File: config.mk
export PLATFORM = sky130hd
export DESIGN_NAME = alu_seq
export DESIGN_NICKNAME = d
export VERILOG_FILES = /design/src/rtl/alu_seq_pkg.sv /design/src/rtl/alu_seq_iter.sv /design/src/rtl/alu_seq.sv
export SDC_FILE = /design/constraint.sdc
export NUM_CORES = 1
export LEC_CHECK = 0
export ABC_AREA = 1
export CORE_ASPECT_RATIO = 0.7
export CORE_UTILIZATION = 42
export DETAILED_ROUTE_END_ITERATION = 10
export DONT_BUFFER_PORTS = 1
export PLACE_DENSITY = 0.63
export SLEW_MARGIN = 20
export SYNTH_ARGS = -nofsm -noshare
export SYNTH_HDL_FRONTEND = slang
export SYNTH_SLANG_ARGS = --single-unit
File: constraint.sdc
create_clock -name clk -period 1.7 [get_ports clk]
set_input_delay 0.255 -clock clk [delete_from_list [all_inputs] [get_ports clk]]
set_output_delay 0.255 -clock clk [all_outputs]
set_load 0.005 [all_outputs]
File: src/rtl/alu_seq_pkg.sv
// Shared opcode map, FSM states and iterative-unit operation codes for alu_seq.
// DIV/REM are only decoded when ALU_SEQ_DIV_EN is defined.
package alu_seq_pkg;

  localparam logic [3:0] OP_AND  = 4'b0000;
  localparam logic [3:0] OP_OR   = 4'b0001;
  localparam logic [3:0] OP_ADD  = 4'b0010;
  localparam logic [3:0] OP_XOR  = 4'b0011;
  localparam logic [3:0] OP_NOT  = 4'b0100;
  localparam logic [3:0] OP_SUB  = 4'b0110;
  localparam logic [3:0] OP_JUMP = 4'b1000;
  localparam logic [3:0] OP_MUL  = 4'b1001;
  localparam logic [3:0] OP_SLL  = 4'b1010;
  localparam logic [3:0] OP_SRL  = 4'b1011;
  localparam logic [3:0] OP_DIV  = 4'b1100;
  localparam logic [3:0] OP_REM  = 4'b1101;

  typedef enum logic [1:0] {
    ST_IDLE,
    ST_EXEC,
    ST_DONE
  } state_e;

  typedef enum logic [2:0] {
    IT_MUL,
    IT_SLL,
    IT_SRL,
    IT_DIV,
    IT_REM
  } iter_op_e;

endpackage

File: src/rtl/alu_seq_iter.sv
// One-bit-per-cycle engine for MUL/SLL/SRL (and DIV/REM with ALU_SEQ_DIV_EN).
// result is the value after the step taken this cycle; last flags the final step.
module alu_seq_iter
  import alu_seq_pkg::*;
#(
  parameter int unsigned WIDTH = 8
) (
  input  logic                         clk,
  input  logic                         reset,
  input  logic                         start,
  input  iter_op_e                     op,
  input  logic [WIDTH-1:0]             a,
  input  logic [WIDTH-1:0]             b,
  input  logic [$clog2(WIDTH+1)-1:0]   cnt_init,
  output logic                         last,
  output logic [WIDTH-1:0]             result
);

  localparam int unsigned CW = $clog2(WIDTH + 1);

  // acc: product / shifted value / partial remainder; opd: multiplier / quotient;
  // aux: multiplicand / divisor
  logic [WIDTH-1:0] acc_q, acc_d, opd_q, opd_d, aux_q, aux_d;
  logic [WIDTH-1:0] step_acc, step_opd, step_aux;
  logic [CW-1:0]    cnt_q, cnt_d;
  iter_op_e         op_q, op_d;
`ifdef ALU_SEQ_DIV_EN
  logic [WIDTH:0]   rem_ext, rem_diff;
`endif

  always_comb begin
    step_acc = acc_q;
    step_opd = opd_q;
    step_aux = aux_q;
`ifdef ALU_SEQ_DIV_EN
    rem_ext  = {acc_q, opd_q[WIDTH-1]};
    rem_diff = rem_ext - {1'b0, aux_q};
`endif
    case (op_q)
      IT_MUL: begin
        if (opd_q[0]) step_acc = acc_q + aux_q;
        step_aux = aux_q << 1;
        step_opd = opd_q >> 1;
      end
      IT_SLL: step_acc = acc_q << 1;
      IT_SRL: step_acc = acc_q >> 1;
`ifdef ALU_SEQ_DIV_EN
      IT_DIV, IT_REM: begin
        // Restoring step: a clear top bit of the difference means the divisor fits
        if (!rem_diff[WIDTH]) begin
          step_acc = rem_diff[WIDTH-1:0];
          step_opd = {opd_q[WIDTH-2:0], 1'b1};
        end else begin
          step_acc = rem_ext[WIDTH-1:0];
          step_opd = {opd_q[WIDTH-2:0], 1'b0};
        end
      end
`endif
      default: ;
    endcase
  end

  always_comb begin
    acc_d = acc_q;
    opd_d = opd_q;
    aux_d = aux_q;
    cnt_d = cnt_q;
    op_d  = op_q;
    if (start) begin
      op_d  = op;
      cnt_d = cnt_init;
      acc_d = (op == IT_SLL || op == IT_SRL) ? a : '0;
      opd_d = (op == IT_MUL) ? b : a;
      aux_d = (op == IT_MUL) ? a : b;
    end else if (cnt_q != '0) begin
      acc_d = step_acc;
      opd_d = step_opd;
      aux_d = step_aux;
      cnt_d = cnt_q - CW'(1);
    end
  end

  always_ff @(posedge clk) begin
    if (reset) begin
      acc_q <= '0;
      opd_q <= '0;
      aux_q <= '0;
      cnt_q <= '0;
      op_q  <= IT_MUL;
    end else begin
      acc_q <= acc_d;
      opd_q <= opd_d;
      aux_q <= aux_d;
      cnt_q <= cnt_d;
      op_q  <= op_d;
    end
  end

  assign last = (cnt_q == CW'(1));
`ifdef ALU_SEQ_DIV_EN
  assign result = (op_q == IT_DIV) ? step_opd : step_acc;
`else
  assign result = step_acc;
`endif

endmodule

File: src/rtl/alu_seq.sv
// Multi-cycle EX-stage ALU with valid/ready handshake, carry/overflow flags.
// Define ALU_SEQ_DIV_EN to build the unsigned DIV/REM opcodes.
module alu_seq
  import alu_seq_pkg::*;
#(
  parameter int unsigned WIDTH = 8
) (
  input  logic             clk,
  input  logic             reset,
  input  logic             in_valid,
  output logic             in_ready,
  input  logic [WIDTH-1:0] data1,
  input  logic [WIDTH-1:0] data2,
  input  logic [3:0]       ALU_control,
  output logic             out_valid,
  input  logic             out_ready,
  output logic [WIDTH-1:0] ALU_result,
  output logic             zero,
  output logic             carry,
  output logic             overflow
);

  localparam int unsigned SW = $clog2(WIDTH);
  localparam int unsigned CW = $clog2(WIDTH + 1);

  state_e           state_q, state_d;
  logic [WIDTH-1:0] result_q, result_d;
  logic             carry_q, carry_d, ovf_q, ovf_d;

  logic             iter_start, iter_last;
  iter_op_e         iter_op;
  logic [CW-1:0]    iter_cnt;
  logic [WIDTH-1:0] iter_result;

  logic [WIDTH:0]   sum, diff;
  logic [SW-1:0]    shamt;

  assign sum   = {1'b0, data1} + {1'b0, data2};
  assign diff  = {1'b0, data1} - {1'b0, data2};
  assign shamt = data2[SW-1:0];

  alu_seq_iter #(
    .WIDTH(WIDTH)
  ) u_iter (
    .clk      (clk),
    .reset    (reset),
    .start    (iter_start),
    .op       (iter_op),
    .a        (data1),
    .b        (data2),
    .cnt_init (iter_cnt),
    .last     (iter_last),
    .result   (iter_result)
  );

  always_comb begin
    state_d    = state_q;
    result_d   = result_q;
    carry_d    = carry_q;
    ovf_d      = ovf_q;
    iter_start = 1'b0;
    iter_op    = IT_MUL;
    iter_cnt   = '0;
    unique case (state_q)
      ST_IDLE: begin
        if (in_valid) begin
          state_d  = ST_DONE;
          carry_d  = 1'b0;
          ovf_d    = 1'b0;
          result_d = '0;
          case (ALU_control)
            OP_AND: result_d = data1 & data2;
            OP_OR:  result_d = data1 | data2;
            OP_XOR: result_d = data1 ^ data2;
            OP_NOT: result_d = ~data1;
            OP_ADD: begin
              result_d = sum[WIDTH-1:0];
              carry_d  = sum[WIDTH];
              ovf_d    = (data1[WIDTH-1] == data2[WIDTH-1]) &&
                         (sum[WIDTH-1] != data1[WIDTH-1]);
            end
            OP_SUB: begin
              result_d = diff[WIDTH-1:0];
              carry_d  = diff[WIDTH];
              ovf_d    = (data1[WIDTH-1] != data2[WIDTH-1]) &&
                         (diff[WIDTH-1] != data1[WIDTH-1]);
            end
            OP_MUL: begin
              state_d    = ST_EXEC;
              iter_start = 1'b1;
              iter_op    = IT_MUL;
              iter_cnt   = CW'(WIDTH);
            end
            OP_SLL, OP_SRL: begin
              if (shamt == '0) begin
                result_d = data1;
              end else begin
                state_d    = ST_EXEC;
                iter_start = 1'b1;
                iter_op    = (ALU_control == OP_SLL) ? IT_SLL : IT_SRL;
                iter_cnt   = CW'(shamt);
              end
            end
`ifdef ALU_SEQ_DIV_EN
            OP_DIV, OP_REM: begin
              if (data2 == '0) begin
                result_d = (ALU_control == OP_DIV) ? '1 : data1;
              end else begin
                state_d    = ST_EXEC;
                iter_start = 1'b1;
                iter_op    = (ALU_control == OP_DIV) ? IT_DIV : IT_REM;
                iter_cnt   = CW'(WIDTH);
              end
            end
`endif
            default: ; // JUMP and undefined opcodes give 0
          endcase
        end
      end
      ST_EXEC: begin
        if (iter_last) begin
          state_d  = ST_DONE;
          result_d = iter_result;
        end
      end
      ST_DONE: begin
        if (out_ready) state_d = ST_IDLE;
      end
      default: state_d = ST_IDLE;
    endcase
  end

  always_ff @(posedge clk) begin
    if (reset) begin
      state_q  <= ST_IDLE;
      result_q <= '0;
      carry_q  <= 1'b0;
      ovf_q    <= 1'b0;
    end else begin
      state_q  <= state_d;
      result_q <= result_d;
      carry_q  <= carry_d;
      ovf_q    <= ovf_d;
    end
  end

  assign in_ready   = (state_q == ST_IDLE);
  assign out_valid  = (state_q == ST_DONE);
  assign ALU_result = result_q;
  assign zero       = (result_q == '0);
  assign carry      = carry_q;
  assign overflow   = ovf_q;

endmodule
==> results.py <==
metrics = {
    "outcome": {
        "status": "finished with violations",
        "failed_checks": "negative setup slack",
    },
    "setup_path": {
        "cp-endpoint": "u_iter.acc_q[1]",
        "worstPathRequired_ns": 1.88,
        "endpoint_kind": "flop",
        "reg2reg_slack_ns": -0.20,
        "critPathSlowestCell": "fa_2",
        "worstSetupPathType": "flop to flop",
        "slowest_delay_ns": 0.51,
        "cp_top_family": "adder cells",
        "path_max_fanout": 2,
        "startpoint": "u_iter.aux_q[0]",
        "rr_endpoint": "u_iter.acc_q[1]",
        "crit_chain": "ha_4, inv_2, fa_2, nand2_1, o211ai_1, o221ai_1, nor2_1, nand2_1, nand3_1, o21ai_1",
        "reg2reg_from": "u_iter.aux_q[0]",
        "path_buf_inv": 1,
        "cpMostUsedCell": "nand2_1",
        "crit_cells": 10,
        "cp-start-kind": "flop",
        "arrival_ns": 2.07,
        "worst_r2r_path_depth": 10,
    },
    "place": {
        "io_buffers": 0,
        "place_area_um2": 4780,
        "gp_congestion": 1.00,
        "placedCellCount": 859,
        "dp_hpwl_um": 11700,
    },
    "global_route": {
        "grt_usage": 0.300,
        "grt_overflow": 0,
        "grt_max_degree": 28,
        "grt_first_pass_wirelength_um": 23300,
        "antenna_found_initial": 0,
        "grt_pass1_vias": 4375,
    },
    "cts": {
        "ctsHoldBuffers": 0,
        "cts_root_buf": "clkbuf_16",
        "cts_tree": "built",
        "clk_path_buf_depth": 2,
        "cts-htree-levels": 2,
        "cts_made_buffers": 5,
        "clk_latency_ns": 0.29,
        "path_clk_slew_ns": 0.06,
        "cts.sinks": 42,
    },
    "synthesis": {
        "syn_area_um2": 4090,
        "synth_edf_count": 0,
        "ys_ff_latch": 42,
        "synthCells": 677,
        "ys_top_cells_by_area": "dfxtp_1 21%, nand2_1 16%, ha_1 11%, inv_1 9.2%, o21ai_0 7.5%",
        "synthArstFlopShare": 0,
        "synth-main-ff-cell": "dfxtp_1",
        "synthDistinctLibCells": 41,
        "yosysTopAreaCell": "dfxtp_1",
        "synth.net_count": 739,
        "avgSynthCellArea_um2": 6.03,
        "netlist.area_leader.share": 0.206,
        "ys_warn_count": 0,
        "yosysSeqAreaShare": 0.206,
    },
    "floorplanning": {
        "die_h_um": 84.5,
        "num_rows": 29,
        "initial_utilization": 0.442,
        "io_pins": 37,
        "coreArea_um2": 9250,
        "die_w_um": 120,
        "fp.dieArea_um2": 10100,
    },
    "layout": {
        "num-fill-cells": 849,
        "fin_area_um2": 5710,
        "diodes": 0,
        "drive_gt1_frac": 0.273,
        "num-nets-final": 823,
        "instances_no_fill": 886,
        "mostFrequentLayoutCells": "150 x nand2_1, 95 x inv_1, 77 x buf_4",
        "mostFrequentLayoutCell": "nand2_1",
        "area_delta_synth_final_pct": 39.8,
    },
    "timing": {
        "rsz0062_at_grt": "true",
        "hold_viol": 0,
        "finalCriticalPeriod_ns": 1.90,
        "min_period_over_period": 1.12,
        "slew_headroom": 0.719,
        "drv_slew": 0,
        "tightest_slew_ns": 0.419,
        "setup_viol": 11,
        "layout_setup_ws_ns": -0.198,
        "max_freq_mhz": 527,
        "finClkSkew_ns": 0.00571,
        "timing.hold.ws_ns": 0.0245,
    },
    "drt": {
        "drt_iter0_drc": 594,
        "antenna_left": 0,
        "firstDrtPassIters": 5,
        "wl_per_cell_um": 18.3,
        "vias_per_cell": 5.61,
        "drc_errors": 0,
        "vias": 4974,
        "wl_um": 16200,
    },
    "worst_hold_path": {
        "min_path_type": "input port to flop",
    },
    "pwr": {
        "power.leakage_nw": 2.72,
        "ir_worst_vdd_v": 0.000888,
        "power.density_nw_per_um2": 1160,
    },
    "job": {
        "drv_cap": 0,
    },
}
## logic make-up (layout without fill, tap and decap cells)
family	count (synthesis)	count (layout)	synth area share
xor gates and xnor gates	6	6	0.0129
buffers and inverters	127	211	0.123
DFF	42	42	0.206
and+or+nand+nor	307	307	0.320
adders and majority gates	38	38	0.122
AOI/OAI and AO/OA	157	158	0.216
## how the worst min path moves through the flow
stage / start / endpoint / slack, ns / depth (start not counted)
2_1_floorplan: u_iter.opd_q[7] / u_iter.opd_q[7] / 0.44 / 2
3_3_place_gp: reset / u_iter.aux_q[0] / 0.32 / 1
3_5_place_dp: reset / u_iter.aux_q[0] / 0.32 / 1
4_1_cts: reset / u_iter.aux_q[0] / 0.02 / 1
5_1_grt: reset / u_iter.aux_q[0] / 0.02 / 1
6_report: reset / u_iter.aux_q[0] / 0.02 / 1
## timing repair
action,4_1_cts,5_1_grt
resized for setup,30,114
gates cloned,1,5
endpoints found under the setup margin,24,33
setup buffers,1,15
pin swaps,9,50
endpoints found under the hold margin,0,0
## area by class of cell
type | instances | area [µm²] | area share
multi-input combinational | 509 | 3190 | 0.559
clock inverter | 2 | 60.1 | 0.0105
tap | 124 | 155 | 0.0272
clock buffer | 6 | 139 | 0.0243
sequential | 42 | 848 | 0.149
timing repair buffer | 95 | 893 | 0.156
inverter | 108 | 420 | 0.0736
## where the power goes
group	switching, W	internal, W
Sequential	0.000302	0.00129
Combinational	0.00201	0.00171
Clock	0.000418	0.000883
Total	0.00273	0.00389
## registers in the layout (all words and copies together), names as in the netlist
signal / cells
ALU_result: 8
carry: 1
overflow: 1
state_q: 2
u_iter.acc_q: 8
u_iter.aux_q: 8
u_iter.cnt_q: 4
u_iter.op_q: 2
u_iter.opd_q: 8
## per-layer routing
metal,global-route usage,up-vias,wire length [µm]
met2,0.435,239,6660
met5,0,-,0
met1,0.438,2323,7520
met3,0.0924,17,1890
met4,0.0443,0,169
li1,-,2395,-
## synth_stat cells, types with 2 or more instances
cell type / number
ha_1: 35
o22ai_1: 10
clkinv_1: 2
clkbuf_1: 6
nand4_1: 7
nor3_2: 2
a21oi_1: 45
o21ai_0: 61
fa_1: 3
xnor2_1: 2
nor3_1: 4
a31oi_1: 13
xor2_1: 4
o2111ai_1: 4
dfxtp_1: 42
o221ai_1: 2
nand3_1: 54
o211ai_1: 10
inv_1: 100
nor2_1: 50
nand3b_1: 2
o21ai_1: 8
nand2_1: 177
nand2_2: 3
nor2_4: 2
inv_2: 5
buf_2: 10
## metrics by stage
| step | worst slack (ns) | power, W | util | TNS [ns] |
|---|---|---|---|---|
| 3_3_place_gp | -0.338 | 0.00429 | 0.516 | -2.61 |
| 2_1_floorplan | 0.0105 | 0.00338 | - | 0 |
| 4_1_cts | -0.137 | 0.00577 | 0.551 | -0.523 |
| 3_5_place_dp | -0.315 | 0.00433 | 0.516 | -2.83 |
| 5_1_grt | -0.203 | 0.00700 | 0.617 | -2.45 |
| 6_report | -0.198 | 0.00662 | 0.617 | -0.680 |
## worst reg2reg max path, cell delays in order, from the launching register on
cell	delay [ns]
dfxtp_2	0.36
ha_4	0.15
inv_2	0.04
fa_2	0.51
nand2_1	0.05
o211ai_1	0.12
o221ai_1	0.16
nor2_1	0.17
nand2_1	0.07
nand3_1	0.09
o21ai_1	0.08
(Power assumes the default switching activity.)
